==> src/rtl/mdu_if.sv <==
// MDU request/result handshake bundle.
// EXU side is master, MDU side is slave.
interface mdu_if #(
  parameter int W = 32
);
  logic         i_valid;
  logic         o_ready;
  logic [2:0]   i_opt;
  logic [W-1:0] i_src1;
  logic [W-1:0] i_src2;
  logic         i_flush;
  logic         o_valid;
  logic         i_ready;
  logic [W-1:0] o_res;
  logic         o_busy;

  modport slave (
    input  i_valid, i_opt, i_src1, i_src2,
    input  i_flush, i_ready,
    output o_ready, o_valid, o_res, o_busy
  );

  modport master (
    output i_valid, i_opt, i_src1, i_src2,
    output i_flush, i_ready,
    input  o_ready, o_valid, o_res, o_busy
  );
endinterface

==> src/rtl/mdu.sv <==
// Iterative multiply/divide unit: shift-add
// multiply and restoring divide, 1 bit/cycle.
module mdu #(
  parameter int CPU_WIDTH = 32
) (
  input logic i_clk,
  input logic i_rst,
  mdu_if.slave bus
);
  localparam int W  = CPU_WIDTH;
  localparam int CB = $clog2(W);

  typedef enum logic [1:0] {
    IDLE, MUL, DIV, DONE
  } state_t;

  state_t state, state_nxt;

  logic [CB-1:0]  cnt;
  logic [2:0]     opt;
  logic [W-1:0]   a;
  logic [W-1:0]   b;
  logic [2*W-1:0] acc;
  logic           neg_res;
  logic           neg_rem;
  logic [W-1:0]   res;

  logic accept;
  logic sgn1, sgn2, n1, n2;
  logic [W-1:0] abs1, abs2;
  logic div_zero, div_ovf, special;
  logic [W-1:0] sp_res;

  logic [W:0]     mul_sum;
  logic [2*W-1:0] mul_acc;
  logic [W:0]     div_sh;
  logic [W:0]     div_sub;
  logic           div_ge;
  logic [W-1:0]   div_rem;
  logic [2*W-1:0] div_acc;
  logic [2*W-1:0] step_acc;
  logic [2*W-1:0] prod;
  logic [W-1:0]   quot;
  logic [W-1:0]   rem;
  logic [W-1:0]   fin_res;

  assign bus.o_ready = (state == IDLE)
                     && !bus.i_flush;
  assign bus.o_valid = (state == DONE);
  assign bus.o_busy  = (state != IDLE);
  assign bus.o_res   = res;
  assign accept = bus.i_valid && bus.o_ready;

  // Operand signedness, magnitudes and special divides
  always_comb begin
    sgn1 = bus.i_opt[2] ? !bus.i_opt[0]
                        : (bus.i_opt[1:0] != 2'b11);
    sgn2 = bus.i_opt[2] ? !bus.i_opt[0]
                        : !bus.i_opt[1];
    n1   = sgn1 && bus.i_src1[W-1];
    n2   = sgn2 && bus.i_src2[W-1];
    abs1 = n1 ? -bus.i_src1 : bus.i_src1;
    abs2 = n2 ? -bus.i_src2 : bus.i_src2;
    div_zero = bus.i_opt[2]
            && (bus.i_src2 == '0);
    div_ovf  = bus.i_opt[2] && !bus.i_opt[0]
            && (bus.i_src1 == {1'b1, {(W-1){1'b0}}})
            && (bus.i_src2 == '1);
    special  = div_zero || div_ovf;
    sp_res   = '0;
    if (div_zero)
      sp_res = bus.i_opt[1] ? bus.i_src1 : '1;
    else if (div_ovf)
      sp_res = bus.i_opt[1] ? '0
                            : {1'b1, {(W-1){1'b0}}};
  end

  // One iteration of multiply or divide, plus
  // sign correction and result selection
  always_comb begin
    mul_sum = {1'b0, acc[2*W-1:W]}
            + (acc[0] ? {1'b0, a} : '0);
    mul_acc = {mul_sum, acc[W-1:1]};
    div_sh  = {acc[2*W-1:W], acc[W-1]};
    div_sub = div_sh - {1'b0, b};
    div_ge  = !div_sub[W];
    div_rem = div_ge ? div_sub[W-1:0]
                     : div_sh[W-1:0];
    div_acc = {div_rem, acc[W-2:0], div_ge};
    step_acc = (state == DIV) ? div_acc : mul_acc;
    prod = neg_res ? -step_acc : step_acc;
    quot = neg_res ? -step_acc[W-1:0]
                   : step_acc[W-1:0];
    rem  = neg_rem ? -step_acc[2*W-1:W]
                   : step_acc[2*W-1:W];
    fin_res = '0;
    unique case (1'b1)
      opt[2] &&  opt[1]:   fin_res = rem;
      opt[2] && !opt[1]:   fin_res = quot;
      !opt[2] && (opt[1:0] == 2'b00):
                           fin_res = prod[W-1:0];
      !opt[2] && (opt[1:0] != 2'b00):
                           fin_res = prod[2*W-1:W];
      default:             fin_res = '0;
    endcase
  end

  // Next-state logic; flush always wins
  always_comb begin
    state_nxt = state;
    if (bus.i_flush) begin
      state_nxt = IDLE;
    end else begin
      unique case (state)
        IDLE: if (accept)
          state_nxt = special ? DONE
                    : (bus.i_opt[2] ? DIV : MUL);
        MUL, DIV: if (cnt == CB'(W-1))
          state_nxt = DONE;
        DONE: if (bus.i_ready)
          state_nxt = IDLE;
        default: state_nxt = IDLE;
      endcase
    end
  end

  // State register
  always_ff @(posedge i_clk or posedge i_rst) begin
    if (i_rst) state <= IDLE;
    else       state <= state_nxt;
  end

  // Operand capture, iteration and result register
  always_ff @(posedge i_clk or posedge i_rst) begin
    if (i_rst) begin
      cnt     <= '0;
      opt     <= '0;
      a       <= '0;
      b       <= '0;
      acc     <= '0;
      neg_res <= 1'b0;
      neg_rem <= 1'b0;
      res     <= '0;
    end else if (accept) begin
      cnt     <= '0;
      opt     <= bus.i_opt;
      a       <= abs1;
      b       <= abs2;
      acc     <= {{W{1'b0}},
                  bus.i_opt[2] ? abs1 : abs2};
      neg_res <= n1 ^ n2;
      neg_rem <= n1;
      if (special) res <= sp_res;
    end else if (state == MUL
              || state == DIV) begin
      cnt <= cnt + 1'b1;
      acc <= step_acc;
      if (cnt == CB'(W-1) && !bus.i_flush)
        res <= fin_res;
    end
  end
endmodule

==> src/flat_wrapper.sv <==
// flat-port wrapper written by rule: the top's interface ports become plain ports
module mdu_flat 
#(
  parameter int CPU_WIDTH = 32
)
  (i_clk, i_rst, bus_i_valid, bus_i_opt, bus_i_src1, bus_i_src2, bus_i_flush, bus_i_ready, bus_o_ready, bus_o_valid, bus_o_res, bus_o_busy);
  mdu_if #(.W(32)) bus_i ();
  input logic i_clk;
  input logic i_rst;
  input wire logic [$bits(bus_i.i_valid)-1:0] bus_i_valid;
  input wire logic [$bits(bus_i.i_opt)-1:0] bus_i_opt;
  input wire logic [$bits(bus_i.i_src1)-1:0] bus_i_src1;
  input wire logic [$bits(bus_i.i_src2)-1:0] bus_i_src2;
  input wire logic [$bits(bus_i.i_flush)-1:0] bus_i_flush;
  input wire logic [$bits(bus_i.i_ready)-1:0] bus_i_ready;
  output wire logic [$bits(bus_i.o_ready)-1:0] bus_o_ready;
  output wire logic [$bits(bus_i.o_valid)-1:0] bus_o_valid;
  output wire logic [$bits(bus_i.o_res)-1:0] bus_o_res;
  output wire logic [$bits(bus_i.o_busy)-1:0] bus_o_busy;
  assign bus_i.i_valid = bus_i_valid;
  assign bus_i.i_opt = bus_i_opt;
  assign bus_i.i_src1 = bus_i_src1;
  assign bus_i.i_src2 = bus_i_src2;
  assign bus_i.i_flush = bus_i_flush;
  assign bus_i.i_ready = bus_i_ready;
  assign bus_o_ready = bus_i.o_ready;
  assign bus_o_valid = bus_i.o_valid;
  assign bus_o_res = bus_i.o_res;
  assign bus_o_busy = bus_i.o_busy;
  mdu #(.CPU_WIDTH(CPU_WIDTH)) u_core (.i_clk(i_clk), .i_rst(i_rst), .bus(bus_i));
endmodule
==> config.mk <==
export PLATFORM = sky130hd
export DESIGN_NAME = mdu_flat
export DESIGN_NICKNAME = d
export VERILOG_FILES = /design/src/rtl/mdu_if.sv /design/src/rtl/mdu.sv /design/src/flat_wrapper.sv
export SDC_FILE = /design/constraint.sdc
export NUM_CORES = 1
export LEC_CHECK = 0
export BUFFER_PORTS_ARGS = -buffer_cell sky130_fd_sc_hd__buf_4
export CAP_MARGIN = 20
export CELL_PAD_IN_SITES_DETAIL_PLACEMENT = 0
export CELL_PAD_IN_SITES_GLOBAL_PLACEMENT = 2
export CORE_UTILIZATION = 37
export DETAILED_ROUTE_END_ITERATION = 8
export PLACE_DENSITY = 0.79
export SYNTH_ARGS = -nofsm -noshare
export SYNTH_HDL_FRONTEND = slang
export SYNTH_SLANG_ARGS = --single-unit
==> constraint.sdc <==
create_clock -name i_clk -period 8.3 [get_ports i_clk]
set_clock_uncertainty 0.1 [all_clocks]
set_input_delay 1.66 -clock i_clk [delete_from_list [all_inputs] [get_ports i_clk]]
set_output_delay 1.66 -clock i_clk [all_outputs]
set_load 0.03 [all_outputs]
==> impl_results.html <==
<table>
<tr><th>Metric</th><th>Value</th></tr>
<tr><th colspan="2">Status</th></tr>
<tr><td>Result of the run</td><td>finished clean</td></tr>
<tr><th colspan="2">Floorplanning</th></tr>
<tr><td>Starting utilization of the core area</td><td>37.8%</td></tr>
<tr><td>Overall die height</td><td>215 um</td></tr>
<tr><td>Floorplan die width</td><td>215 um</td></tr>
<tr><td>Io pins</td><td>107</td></tr>
<tr><td>Die area</td><td>46200 um^2</td></tr>
<tr><td>Core footprint</td><td>44400 um^2</td></tr>
<tr><td>Row Count</td><td>77</td></tr>
<tr><th colspan="2">Synth</th></tr>
<tr><td>Synthesized instance count</td><td>2250</td></tr>
<tr><td>Syn_area_per_cell</td><td>7.45 um^2</td></tr>
<tr><td>Synth Cell Area</td><td>16800 um^2</td></tr>
<tr><td>Count of different cell masters after synthesis</td><td>97</td></tr>
<tr><td>Synth Net Count</td><td>2399</td></tr>
<tr><td>Fraction of synthesized cell area taken by the top area cell type</td><td>25.7%</td></tr>
<tr><td>Area contributors post-synth</td><td>sky130_fd_sc_hd__dfrtp_1 (26%), sky130_fd_sc_hd__nand2_1 (7.2%), sky130_fd_sc_hd__o21ai_0 (7.1%)</td></tr>
<tr><td>Post-synth EDFFs</td><td>0</td></tr>
<tr><td>Commonest cells in the netlist</td><td>sky130_fd_sc_hd__nand2_1 (323), sky130_fd_sc_hd__o21ai_0 (237), sky130_fd_sc_hd__nor2_1 (208), sky130_fd_sc_hd__dfrtp_1 (172), sky130_fd_sc_hd__a21oi_1 (150)</td></tr>
<tr><td>Flip-flop and latch count after synthesis</td><td>172</td></tr>
<tr><td>Yosys warns</td><td>0</td></tr>
<tr><td>Async SR Flop Fraction</td><td>100%</td></tr>
<tr><td>Main synth FF type</td><td>sky130_fd_sc_hd__dfrtp_1</td></tr>
<tr><td>Library cell occupying the most area in the post-synthesis netlist</td><td>sky130_fd_sc_hd__dfrtp_1</td></tr>
<tr><td>Leading cell type by number of instances after synthesis</td><td>sky130_fd_sc_hd__nand2_1</td></tr>
<tr><td>Post-synthesis sequential area ratio</td><td>25.7%</td></tr>
<tr><th colspan="2">STA</th></tr>
<tr><td>Clock period minus worst slack</td><td>6.91 ns</td></tr>
<tr><td>Max-slew violation total from the final report</td><td>0</td></tr>
<tr><td>Setup repair after global routing missed its margin</td><td>no</td></tr>
<tr><td>Number of setup violations in the final report</td><td>0</td></tr>
<tr><td>Final critical-path share of the clock period</td><td>83.3%</td></tr>
<tr><td>Highest clock rate</td><td>0.145 GHz</td></tr>
<tr><td>Summed negative setup slack over all endpoints</td><td>0 ns</td></tr>
<tr><td>Slew of the pin with the lowest slew margin</td><td>1.16 ns</td></tr>
<tr><td>Slew headroom</td><td>22.6%</td></tr>
<tr><td>Count of final hold-check violations</td><td>0</td></tr>
<tr><th colspan="2">Clocking</th></tr>
<tr><td>Number of buffers added to fix hold violations after cts</td><td>0</td></tr>
<tr><td>H-tree level count</td><td>4</td></tr>
<tr><td>Longest Clk Path Bufs</td><td>2</td></tr>
<tr><td>Clock net sink count</td><td>172</td></tr>
<tr><td>Post-CTS repair timing setup buffer count</td><td>0</td></tr>
<tr><td>Clock latency reported for the late side of the worst-skew pair</td><td>0.51 ns</td></tr>
<tr><td>Master cell of the clock root buffer</td><td>sky130_fd_sc_hd__clkbuf_16</td></tr>
<tr><td>Number of instances resized during post-cts repair</td><td>0</td></tr>
<tr><td>Clock-pin slew reported for the worst setup and hold paths after clock tree synthesis</td><td>0.07 ns</td></tr>
<tr><td>Clock tree from TritonCTS</td><td>done</td></tr>
<tr><td>TritonCTS buffer count</td><td>17</td></tr>
<tr><th colspan="2">Detailed routing</th></tr>
<tr><td>DR DRC count</td><td>0</td></tr>
<tr><td>Wire length per cell</td><td>26.9 um</td></tr>
<tr><td>Number of detailed-route iterations in the first pass</td><td>7</td></tr>
<tr><td>Routed vias</td><td>17700</td></tr>
<tr><td>Count of routing violations after the opening detailed-route iteration</td><td>1464</td></tr>
<tr><td>Detailed-route vias per instance</td><td>6.12</td></tr>
<tr><td>Total wire length after detailed routing</td><td>77800 um</td></tr>
<tr><td>Number of nets with antenna violations after routing</td><td>0</td></tr>
<tr><th colspan="2">Global routing</th></tr>
<tr><td>Number of antenna violations at the first check in global routing</td><td>1</td></tr>
<tr><td>Vias in the first global route</td><td>16800</td></tr>
<tr><td>Pin count of the biggest net entering global routing</td><td>85</td></tr>
<tr><td>First-pass GRT wire length</td><td>114000 um</td></tr>
<tr><td>Remaining global-route overflow</td><td>0</td></tr>
<tr><td>Global Route Usage Sum</td><td>33.5%</td></tr>
<tr><th colspan="2">Power</th></tr>
<tr><td>Peak supply drop</td><td>0.337 mV</td></tr>
<tr><td>Pleak</td><td>7.87 nW</td></tr>
<tr><td>Total power of the final layout</td><td>9.83 mW</td></tr>
<tr><td>Pwr per Cell Area</td><td>523 nW/um^2</td></tr>
<tr><th colspan="2">Worst hold path</th></tr>
<tr><td>Path type of the worst min-delay path</td><td>flip-flop to flip-flop</td></tr>
<tr><td>Hold path start</td><td>u_core.a[12]</td></tr>
<tr><td>Worst Hold Depth</td><td>2</td></tr>
<tr><td>Hold Path End</td><td>u_core.a[12]</td></tr>
<tr><th colspan="2">Job</th></tr>
<tr><td>Reported max-cap violation count</td><td>0</td></tr>
<tr><th colspan="2">Critical path</th></tr>
<tr><td>Worst R2R Setup Slack</td><td>1.39 ns</td></tr>
<tr><td>Worst-path cell with the longest stage delay</td><td>sky130_fd_sc_hd__o21ai_0</td></tr>
<tr><td>Maximum fanout along the worst path</td><td>9</td></tr>
<tr><td>Peak per-stage delay on the critical path</td><td>0.86 ns</td></tr>
<tr><td>Path length in cells of the critical path</td><td>22</td></tr>
<tr><td>Critical-path cell list</td><td>inv_1 -&gt; ha_1 -&gt; inv_1 -&gt; fa_1 -&gt; a211oi_1 -&gt; o211a_1 -&gt; nor4bb_2 -&gt; o21a_2 -&gt; o31ai_2 -&gt; nor2_2 -&gt; a21oi_1 -&gt; ha_1 -&gt; nand3_1 -&gt; or4_1 -&gt; inv_1 -&gt; nand4_1 -&gt; or2_2 -&gt; o21ai_0 -&gt; a21oi_1 -&gt; mux2i_1 -&gt; a21oi_1 -&gt; o211ai_1</td></tr>
<tr><td>Category of the worst setup path launch point</td><td>flip-flop</td></tr>
<tr><td>Worst Reg2Reg Path Length in Cells</td><td>22</td></tr>
<tr><td>Critical register-to-register path endpoint</td><td>u_core.bus.o_res[6]</td></tr>
<tr><td>Required time of the critical path</td><td>8.61 ns</td></tr>
<tr><td>Kind of critical path</td><td>flip-flop to flip-flop</td></tr>
<tr><td>Type of destination of the critical path</td><td>flip-flop</td></tr>
<tr><td>Crit path buf inv count</td><td>3</td></tr>
<tr><td>Launch point of the worst path</td><td>u_core.acc[31]</td></tr>
<tr><td>Cell family contributing the most delay on the critical path</td><td>compound AO/OA/AOI/OAI gates</td></tr>
<tr><td>Reg2Reg Launch Point</td><td>u_core.acc[31]</td></tr>
<tr><td>Arrival time of the worst setup path</td><td>7.23 ns</td></tr>
<tr><th colspan="2">Placement</th></tr>
<tr><td>Port bufs</td><td>106</td></tr>
<tr><td>Routability congestion estimate from global placement</td><td>1.00</td></tr>
<tr><td>HPWL reported at the end of detailed placement</td><td>61400 um</td></tr>
<tr><td>Placed cell areas</td><td>18200 um^2</td></tr>
<tr><th colspan="2">Final layout</th></tr>
<tr><td>Layout Utilization</td><td>42.3%</td></tr>
<tr><td>Layout fillers</td><td>4704</td></tr>
<tr><td>Number of nets at the end of the flow</td><td>2441</td></tr>
<tr><td>Antenna Diode Count</td><td>0</td></tr>
<tr><td>Final standard cell area without fillers</td><td>18800 um^2</td></tr>
<tr><td>Growth of design area from synthesis to finish</td><td>12.1%</td></tr>
<tr><td>Proportion of layout cells with a drive suffix above 1</td><td>11.1%</td></tr>
</table>
-- cells by family after synthesis --
logic type      after synthesis  synth area share [%]
flops                       172                  25.7
xor+xnor                    164                  8.57
compound gates              723                  27.6
fa+ha+maj                    77                  5.83
buf+inv                     210                  4.92
simple gates                830                  22.9
mux                          74                  4.51
-- state kept, by name (all words and copies together), names as in the netlist --
| register | cells |
|---|---|
| u_core.acc | 64 |
| u_core.a | 32 |
| u_core.b | 32 |
| u_core.bus.o_res | 32 |
| u_core.cnt | 5 |
| u_core.opt | 3 |
| u_core.state | 2 |
| u_core.neg_rem | 1 |
| u_core.neg_res | 1 |
-- where the power goes --
part	internal [mW]	total (mW)	switching [mW]
Sequential	1.18	1.58	0.401
Combinational	2.50	7.33	4.82
Clock	0.497	0.921	0.424
-- worst max-delay path by stage --
stage,end,slack [ns]
after floorplan,u_core.a[0],1.88
after global placement,u_core.bus.o_res[6],1.83
after detailed placement,u_core.bus.o_res[6],1.66
after CTS,u_core.bus.o_res[6],1.64
after global routing,u_core.bus.o_res[30],1.21
final,u_core.bus.o_res[6],1.39
-- per-stage QoR --
step                      setup slack, ns  hold WS, ns  std cells
final                                1.39        0.376       2897
after detailed placement             1.66        0.363       2864
after global routing                 1.21        0.399       2897
after CTS                            1.64        0.381       2896
after global placement               1.83        0.357       2864
after floorplan                      1.88        0.338       2250
-- placed cells by master (no fill, tap or decap), types with 9 or more instances in the layout --
cell | netlist | final
sky130_fd_sc_hd__mux2_2 | 9 | 9
sky130_fd_sc_hd__o21ai_0 | 237 | 237
sky130_fd_sc_hd__o21a_1 | 13 | 13
sky130_fd_sc_hd__buf_4 | 3 | 148
sky130_fd_sc_hd__nand2b_1 | 19 | 19
sky130_fd_sc_hd__xor2_1 | 72 | 72
sky130_fd_sc_hd__and3_1 | 10 | 10
sky130_fd_sc_hd__a31o_2 | 20 | 20
sky130_fd_sc_hd__inv_1 | 81 | 80
sky130_fd_sc_hd__o31ai_1 | 26 | 25
sky130_fd_sc_hd__nor2_1 | 208 | 208
sky130_fd_sc_hd__and2_1 | 42 | 42
sky130_fd_sc_hd__nor4_1 | 22 | 22
sky130_fd_sc_hd__clkbuf_16 | 0 | 17
sky130_fd_sc_hd__nand3_1 | 51 | 51
sky130_fd_sc_hd__a21oi_1 | 150 | 148
sky130_fd_sc_hd__a211oi_1 | 44 | 44
sky130_fd_sc_hd__mux2i_1 | 64 | 64
sky130_fd_sc_hd__nor3_1 | 51 | 50
sky130_fd_sc_hd__a31oi_1 | 33 | 33
sky130_fd_sc_hd__o22ai_1 | 9 | 9
sky130_fd_sc_hd__ha_1 | 75 | 73
sky130_fd_sc_hd__o21ai_1 | 14 | 14
sky130_fd_sc_hd__nand2_1 | 323 | 322
sky130_fd_sc_hd__or4_1 | 10 | 10
sky130_fd_sc_hd__a21o_1 | 27 | 27
sky130_fd_sc_hd__xnor2_1 | 92 | 92
sky130_fd_sc_hd__o211ai_1 | 32 | 32
sky130_fd_sc_hd__dfrtp_1 | 172 | 172
sky130_fd_sc_hd__a22oi_1 | 12 | 12
sky130_fd_sc_hd__nand4_1 | 27 | 27
sky130_fd_sc_hd__or3_1 | 23 | 23
-- cell type report --
cell class | instances | area, um^2 | area share, %
Tap cell | 592 | 741 | 3.94
Sequential cell | 172 | 4300 | 22.9
Clock inverter | 13 | 178 | 0.945
Multi-Input combinational cell | 1868 | 11700 | 62.2
Timing Repair Buffer | 149 | 1120 | 5.94
Clock buffer | 19 | 453 | 2.41
Inverter | 84 | 320 | 1.70
-- worst register-to-register path: stages, from the launching register on --
cell                       delay, ns
sky130_fd_sc_hd__dfrtp_1        0.44
sky130_fd_sc_hd__inv_1          0.08
sky130_fd_sc_hd__ha_1           0.17
sky130_fd_sc_hd__inv_1          0.05
sky130_fd_sc_hd__fa_1           0.41
sky130_fd_sc_hd__a211oi_1       0.33
sky130_fd_sc_hd__o211a_1        0.30
sky130_fd_sc_hd__nor4bb_2       0.10
sky130_fd_sc_hd__o21a_2         0.26
sky130_fd_sc_hd__o31ai_2        0.53
sky130_fd_sc_hd__nor2_2         0.18
sky130_fd_sc_hd__a21oi_1        0.47
sky130_fd_sc_hd__ha_1           0.30
sky130_fd_sc_hd__nand3_1        0.12
sky130_fd_sc_hd__or4_1          0.63
sky130_fd_sc_hd__inv_1          0.15
sky130_fd_sc_hd__nand4_1        0.12
sky130_fd_sc_hd__or2_2          0.42
sky130_fd_sc_hd__o21ai_0        0.86
sky130_fd_sc_hd__a21oi_1        0.26
sky130_fd_sc_hd__mux2i_1        0.27
sky130_fd_sc_hd__a21oi_1        0.07
sky130_fd_sc_hd__o211ai_1       0.19
-- routing by layer --
layer  routed length (um)  vias to the layer above  part of all wire, %  GRT usage, %
li1                     -                     8229                    -             -
met1                34900                     8685                   45          46.1
met2                34900                      699                   45          52.2
met3                 4970                      131                  6.4          4.84
met4                 3080                        0                  4.0          13.9
met5                    0                        -                    0             0
No activity file was read; power rests on OpenSTA's default activity.
